$ cat src/rtl/neuron_layer_ctrl_if.sv
// Bus bundle between the dense-layer controller, its weight/input/bias memories,
// the output buffer and the network sequencer.
interface neuron_layer_ctrl_if #(
    parameter int unsigned N_IN  = 4,
    parameter int unsigned N_OUT = 4
);
    localparam int unsigned IW = (N_IN > 1) ? $clog2(N_IN) : 1;
    localparam int unsigned OW = (N_OUT > 1) ? $clog2(N_OUT) : 1;
    localparam int unsigned WW = (N_IN * N_OUT > 1) ? $clog2(N_IN * N_OUT) : 1;

    logic          start;
    logic          busy;
    logic          done;
    logic          ovr;
    logic          rd_en;
    logic [WW-1:0] w_addr;
    logic [7:0]    w_data;
    logic [IW-1:0] x_addr;
    logic [7:0]    x_data;
    logic [OW-1:0] b_addr;
    logic [7:0]    b_data;
    logic          out_we;
    logic [OW-1:0] out_addr;
    logic [7:0]    out_data;

    // Controller side: drives addresses, strobes and results.
    modport master (
        input  start, w_data, x_data, b_data,
        output busy, done, ovr, rd_en, w_addr, x_addr, b_addr,
               out_we, out_addr, out_data
    );

    // Memory / sequencer side.
    modport slave (
        output start, w_data, x_data, b_data,
        input  busy, done, ovr, rd_en, w_addr, x_addr, b_addr,
               out_we, out_addr, out_data
    );
endinterface

$ cat src/rtl/neuron_layer_ctrl.sv
// Dense-layer sequencer around one shared Q1.6 MAC: out[j] = sum_i w[j][i]*x[i] + b[j].
// Define NEURON_SAT_EN to saturate results to the Q1.6 range instead of sign+truncate.
module neuron_layer_ctrl #(
    parameter int unsigned N_IN  = 4,
    parameter int unsigned N_OUT = 4,
    parameter int unsigned ACC_W = 20
) (
    input  logic                  clk,
    input  logic                  rst,
    neuron_layer_ctrl_if.master   bus
);
    localparam int unsigned IW = (N_IN > 1) ? $clog2(N_IN) : 1;
    localparam int unsigned OW = (N_OUT > 1) ? $clog2(N_OUT) : 1;
    localparam int unsigned WW = (N_IN * N_OUT > 1) ? $clog2(N_IN * N_OUT) : 1;

    localparam logic [IW-1:0] I_LAST = IW'(N_IN - 1);
    localparam logic [OW-1:0] J_LAST = OW'(N_OUT - 1);

    localparam logic [2:0] S_IDLE   = 3'd0;
    localparam logic [2:0] S_LOAD_B = 3'd1;
    localparam logic [2:0] S_INIT   = 3'd2;
    localparam logic [2:0] S_RD     = 3'd3;
    localparam logic [2:0] S_MAC    = 3'd4;
    localparam logic [2:0] S_WR     = 3'd5;
    localparam logic [2:0] S_DONE   = 3'd6;

    logic [2:0]       state_q, state_d;
    logic [IW-1:0]    i_q, i_d;
    logic [OW-1:0]    j_q, j_d;
    logic [ACC_W-1:0] acc_q, acc_d;

    logic             busy_q, busy_d;
    logic             done_q, done_d;
    logic             ovr_q, ovr_d;
    logic             rd_en_q, rd_en_d;
    logic [WW-1:0]    w_addr_q, w_addr_d;
    logic [IW-1:0]    x_addr_q, x_addr_d;
    logic [OW-1:0]    b_addr_q, b_addr_d;
    logic             out_we_q, out_we_d;
    logic [OW-1:0]    out_addr_q, out_addr_d;
    logic [7:0]       out_data_q, out_data_d;

    logic signed [15:0]      prod_c;
    logic signed [ACC_W-1:0] bias_c;

    // Full-precision Q2.12 product and bias aligned to the Q.12 accumulator.
    assign prod_c = $signed(bus.w_data) * $signed(bus.x_data);
    assign bias_c = ACC_W'($signed(bus.b_data)) <<< 6;

    // acc >>> 6 fits in 8 signed bits only when acc[ACC_W-1:13] is all sign.
    function automatic logic range_ovf(input logic [ACC_W-1:0] a);
        logic [ACC_W-14:0] hi;
        hi = a[ACC_W-1:13];
        return !((&hi) || !(|hi));
    endfunction

    function automatic logic [7:0] fmt(input logic [ACC_W-1:0] a);
`ifdef NEURON_SAT_EN
        if (range_ovf(a)) begin
            return a[ACC_W-1] ? 8'h80 : 8'h7F;
        end
        return a[13:6];
`else
        return {a[ACC_W-1], a[12:6]};
`endif
    endfunction

    // Next-state, datapath and registered-output computation.
    always_comb begin
        state_d    = state_q;
        i_d        = i_q;
        j_d        = j_q;
        acc_d      = acc_q;
        ovr_d      = ovr_q;
        w_addr_d   = w_addr_q;
        x_addr_d   = x_addr_q;
        b_addr_d   = b_addr_q;
        out_addr_d = out_addr_q;
        out_data_d = out_data_q;

        case (state_q)
            S_IDLE: begin
                if (bus.start) begin
                    j_d     = '0;
                    ovr_d   = 1'b0;
                    state_d = S_LOAD_B;
                end
            end
            S_LOAD_B: state_d = S_INIT;
            S_INIT: begin
                acc_d   = bias_c;
                i_d     = '0;
                state_d = S_RD;
            end
            S_RD: state_d = S_MAC;
            S_MAC: begin
                acc_d = acc_q + ACC_W'(prod_c);
                if (i_q == I_LAST) begin
                    state_d = S_WR;
                end else begin
                    i_d     = i_q + IW'(1);
                    state_d = S_RD;
                end
            end
            S_WR: begin
                if (j_q == J_LAST) begin
                    state_d = S_DONE;
                end else begin
                    j_d     = j_q + OW'(1);
                    state_d = S_LOAD_B;
                end
            end
            S_DONE:  state_d = S_IDLE;
            default: state_d = S_IDLE;
        endcase

        // Outputs are registered, so they are decoded from the state being entered.
        busy_d   = (state_d != S_IDLE);
        done_d   = (state_d == S_DONE);
        rd_en_d  = (state_d == S_LOAD_B) || (state_d == S_RD);
        out_we_d = (state_d == S_WR);

        if (state_d == S_LOAD_B) begin
            b_addr_d = j_d;
        end
        if (state_d == S_RD) begin
            w_addr_d = WW'(32'(j_d) * N_IN + 32'(i_d));
            x_addr_d = i_d;
        end
        if (state_d == S_WR) begin
            out_addr_d = j_d;
            out_data_d = fmt(acc_d);
            ovr_d      = ovr_q | range_ovf(acc_d);
        end
    end

    always_ff @(posedge clk or posedge rst) begin
        if (rst) begin
            state_q    <= S_IDLE;
            i_q        <= '0;
            j_q        <= '0;
            acc_q      <= '0;
            busy_q     <= 1'b0;
            done_q     <= 1'b0;
            ovr_q      <= 1'b0;
            rd_en_q    <= 1'b0;
            w_addr_q   <= '0;
            x_addr_q   <= '0;
            b_addr_q   <= '0;
            out_we_q   <= 1'b0;
            out_addr_q <= '0;
            out_data_q <= '0;
        end else begin
            state_q    <= state_d;
            i_q        <= i_d;
            j_q        <= j_d;
            acc_q      <= acc_d;
            busy_q     <= busy_d;
            done_q     <= done_d;
            ovr_q      <= ovr_d;
            rd_en_q    <= rd_en_d;
            w_addr_q   <= w_addr_d;
            x_addr_q   <= x_addr_d;
            b_addr_q   <= b_addr_d;
            out_we_q   <= out_we_d;
            out_addr_q <= out_addr_d;
            out_data_q <= out_data_d;
        end
    end

    assign bus.busy     = busy_q;
    assign bus.done     = done_q;
    assign bus.ovr      = ovr_q;
    assign bus.rd_en    = rd_en_q;
    assign bus.w_addr   = w_addr_q;
    assign bus.x_addr   = x_addr_q;
    assign bus.b_addr   = b_addr_q;
    assign bus.out_we   = out_we_q;
    assign bus.out_addr = out_addr_q;
    assign bus.out_data = out_data_q;

endmodule

$ cat src/flat_wrapper.sv
// flat-port wrapper written by rule: the top's interface ports become plain ports
module neuron_layer_ctrl_flat 
#(
    parameter int unsigned N_IN  = 4,
    parameter int unsigned N_OUT = 4,
    parameter int unsigned ACC_W = 20
)
  (clk, rst, bus_start, bus_w_data, bus_x_data, bus_b_data, bus_busy, bus_done, bus_ovr, bus_rd_en, bus_w_addr, bus_x_addr, bus_b_addr, bus_out_we, bus_out_addr, bus_out_data);
  neuron_layer_ctrl_if #(.N_IN(N_IN), .N_OUT(N_OUT)) bus_i ();
  input  logic clk;
  input  logic rst;
  input wire logic [$bits(bus_i.start)-1:0] bus_start;
  input wire logic [$bits(bus_i.w_data)-1:0] bus_w_data;
  input wire logic [$bits(bus_i.x_data)-1:0] bus_x_data;
  input wire logic [$bits(bus_i.b_data)-1:0] bus_b_data;
  output wire logic [$bits(bus_i.busy)-1:0] bus_busy;
  output wire logic [$bits(bus_i.done)-1:0] bus_done;
  output wire logic [$bits(bus_i.ovr)-1:0] bus_ovr;
  output wire logic [$bits(bus_i.rd_en)-1:0] bus_rd_en;
  output wire logic [$bits(bus_i.w_addr)-1:0] bus_w_addr;
  output wire logic [$bits(bus_i.x_addr)-1:0] bus_x_addr;
  output wire logic [$bits(bus_i.b_addr)-1:0] bus_b_addr;
  output wire logic [$bits(bus_i.out_we)-1:0] bus_out_we;
  output wire logic [$bits(bus_i.out_addr)-1:0] bus_out_addr;
  output wire logic [$bits(bus_i.out_data)-1:0] bus_out_data;
  assign bus_i.start = bus_start;
  assign bus_i.w_data = bus_w_data;
  assign bus_i.x_data = bus_x_data;
  assign bus_i.b_data = bus_b_data;
  assign bus_busy = bus_i.busy;
  assign bus_done = bus_i.done;
  assign bus_ovr = bus_i.ovr;
  assign bus_rd_en = bus_i.rd_en;
  assign bus_w_addr = bus_i.w_addr;
  assign bus_x_addr = bus_i.x_addr;
  assign bus_b_addr = bus_i.b_addr;
  assign bus_out_we = bus_i.out_we;
  assign bus_out_addr = bus_i.out_addr;
  assign bus_out_data = bus_i.out_data;
  neuron_layer_ctrl #(.N_IN(N_IN), .N_OUT(N_OUT), .ACC_W(ACC_W)) u_core (.clk(clk), .rst(rst), .bus(bus_i));
endmodule
$ cat config.mk
export PLATFORM = sky130hd
export DESIGN_NAME = neuron_layer_ctrl_flat
export DESIGN_NICKNAME = d
export VERILOG_FILES = /design/src/rtl/neuron_layer_ctrl_if.sv /design/src/rtl/neuron_layer_ctrl.sv /design/src/flat_wrapper.sv
export SDC_FILE = /design/constraint.sdc
export NUM_CORES = 1
export LEC_CHECK = 0
export ABC_AREA = 1
export BUFFER_PORTS_ARGS = -buffer_cell sky130_fd_sc_hd__buf_2
export CORE_MARGIN = 2
export CORE_UTILIZATION = 45
export CTS_CLUSTER_SIZE = 10
export DETAILED_ROUTE_END_ITERATION = 6
export SLEW_MARGIN = 5
export SYNTH_ARGS = -nofsm -noshare
export SYNTH_HDL_FRONTEND = slang
export SYNTH_SLANG_ARGS = --single-unit
$ cat constraint.sdc
create_clock -name clk -period 2.3 [get_ports clk]
set_input_delay 0.23 -clock clk [delete_from_list [all_inputs] [get_ports clk]]
set_output_delay 0.23 -clock clk [all_outputs]
set_load 0.005 [all_outputs]
==> metrics.cfg <==
[outcome]
status=finished, violations left
violations=setup timing

[yosys]
ys_seq_area_frac=0.201
ys_types=40
yosysMostFrequentCell=nand2_1
synth_top_flop_cell=dfrtp_1
yosys.area_share.xor_xnor=0.0175
synth_top_family_by_area=adder cells
netlist_area_mm2=0.00599
ys_ff_latch=48
synth_top_cell_by_area=dfrtp_1
ys_async_sr_fraction=1.00
synth_edf_count=0
yosysWarnings=0
synth_area_per_cell_um2=6.97
syn_nets=991
synth-simple-area-share=0.265
yosys.area_share.adder=0.289
synth_compound_area_frac=0.0656
muxShareOfSynthArea=0
synthTopCellsByArea=dfrtp_1, fa_1, nand2_1
synth_top_area_frac=0.201
syn_inst=859
synthTopCellsByCount=nand2_1, inv_1, fa_1

[drt]
vias=5573
drc=0
wire_per_inst_um=13.2
ant_nets=0
postRouteWirelength_mm=15.8
drtIter0Drc=240
dr.pass1.iters=7
detail_route.vias_per_cell=4.67

[sta]
setup_viol=25
fmax_ghz=0.188
rsz0062_at_grt=yes
tns_ns=-54.44
period_needed_ns=5.31
worst_slew_pin_slew_ns=0.664
slew_viol_final=0
final-hold-violation-count=0
setup_slack_ns=-3.01
worst_clock_skew_ns=0.00745
min_period_over_period=2.31
slew_headroom=0.552

[min_path]
min_from=bus_b_data[0]
hold_class=input port to flip-flop

[critical_path]
critPathLaunchType=input port
startpoint=bus_w_data[6]
cp_slowest_cell=fa_1
arrival_ns=5.50
crit_fanout=4
r2r-start=u_core.acc_q[0]
worst-setup-path-type=input port to flip-flop
required_ns=2.49
end_kind=flip-flop
max_stage_delay_ns=0.52

[global_route]
grt_usage=0.229
grt_first_pass_wirelength_mm=26.4
antenna_found_initial=0
grt_start_max_net_pins=20
grt_pass1_vias=5707
grt_overflow=0

[floorplanning]
core_area_mm2=0.0131
die_height_um=119
ios=50
start_util=0.456
die_area_mm2=0.0143
die_w_um=119
fp-row-count=42

[cts]
cts-root-buf=clkbuf_16
cts_tree=yes
cts.sinks=48
clock_latency_ns=0.30
htreeDepth=2
clockBufferDepth=2
numCtsBuffers=5
path_clk_slew_ns=0.07

[cells_and_area]
syn_to_final_growth_pct=44.4
layout-drive-gt1-share=0.402
antenna_cells=0
fin_nets=1148

[placed_design]
place_congestion=0.900
dp_worst_setup_slack_ns=-3.48
io_buffer_count=49
hpwl_mm=12.2

[flow_run]
drv_cap=0

-- cell families after synthesis --
| group | Yosys count |
|---|---|
| fa+ha+maj | 105 |
| simple gates | 374 |
| xor+xnor | 12 |
| buf+inv | 252 |
| flops | 48 |
| compound gates | 68 |
-- worst max-delay path, delay by kind of cell --
| kind | cells | cell delay (ns) |
|---|---|---|
| buf+inv | 7 | 0.39 |
| compound gates | 6 | 0.72 |
| simple gates | 20 | 1.60 |
| fa+ha+maj | 6 | 2.54 |
-- worst paths after layout --
| path | end | slack (ns) | cells after the start |
|---|---|---|---|
| hold / removal | u_core.acc_q[6] | 0.17 | 3 |
| setup / recovery | u_core.bus.ovr | -3.01 | 39 |
| min in group asynchronous | u_core.bus.out_data[7] | 0.44 | 3 |
| max in group asynchronous | u_core.bus.out_data[1] | 1.28 | 4 |
| setup reg to reg | u_core.bus.ovr | -0.15 | 19 |
| hold reg to reg | u_core.bus.out_addr[0] | 0.47 | 2 |
-- per-layer routing --
metal / wire length [um] / global-route usage / vias to the layer above / share of wire
li1: - / - / 2854 / -
met4: 219 / 0.0419 / 0 / 0.014
met1: 7310 / 0.311 / 2617 / 0.46
met3: 633 / 0.0426 / 17 / 0.040
met2: 7600 / 0.385 / 85 / 0.48
met5: 0 / 0 / - / 0
-- layout by cell type (no fill, tap or decap), types with 16 or more instances in the layout --
| cell type | n |
|---|---|
| nand3_2 | 16 |
| buf_4 | 94 |
| buf_6 | 37 |
| nand2_2 | 55 |
| a21oi_2 | 20 |
| buf_2 | 37 |
| ha_1 | 19 |
| nand3_1 | 21 |
| dfrtp_1 | 48 |
| inv_1 | 175 |
| nand2_1 | 203 |
| inv_2 | 53 |
| ha_4 | 29 |
| fa_1 | 54 |
| nor2_1 | 28 |
-- registers in the layout (all words and copies together) (netlist names) --
name	count
u_core.bus.done	1
u_core.state_q	3
u_core.j_q	2
u_core.bus.ovr	1
u_core.bus.out_addr	2
u_core.bus.x_addr	1
u_core.acc_q	20
u_core.bus.out_data	8
u_core.bus.w_addr	3
u_core.i_q	2
u_core.bus.rd_en	1
u_core.bus.b_addr	2
u_core.bus.busy	1
u_core.bus.out_we	1
-- area by class of cell --
| cell class | instances | area, um^2 |
|---|---|---|
| well taps | 176 | 220 |
| repair buffers | 174 | 1400 |
| multi-input cells | 559 | 4820 |
| fillers | 1118 | 4490 |
| clock inverters | 2 | 13.8 |
| inverters | 228 | 856 |
| flip-flops and latches | 48 | 1200 |
| clock buffers | 6 | 139 |
-- per-stage QoR --
| step | cell area (um^2) | cells | util | hold WS [ns] |
|---|---|---|---|---|
| after floorplan | 6350 | 859 | - | 0.378 |
| after global placement | 7390 | 1166 | 0.563 | 0.211 |
| after detailed placement | 7390 | 1166 | 0.563 | 0.210 |
| after CTS | 8210 | 1189 | 0.625 | 0.160 |
| after global routing | 8650 | 1193 | 0.658 | 0.189 |
| final | 8650 | 1193 | 0.658 | 0.165 |
-- timing repair --
item | 4_1_cts | 5_1_grt
endpoints found under the hold margin | 13 | 0
pin swaps | 99 | 54
gates cloned | 0 | 0
gates resized for setup | 144 | 96
endpoints found under the setup margin | 27 | 27
setup buffers | 15 | 6
hold buffers | 1 | 0
Power is left out: the tool's default activity adds up to more than one toggle a clock period on the data nets, which glitch-free logic cannot reach.
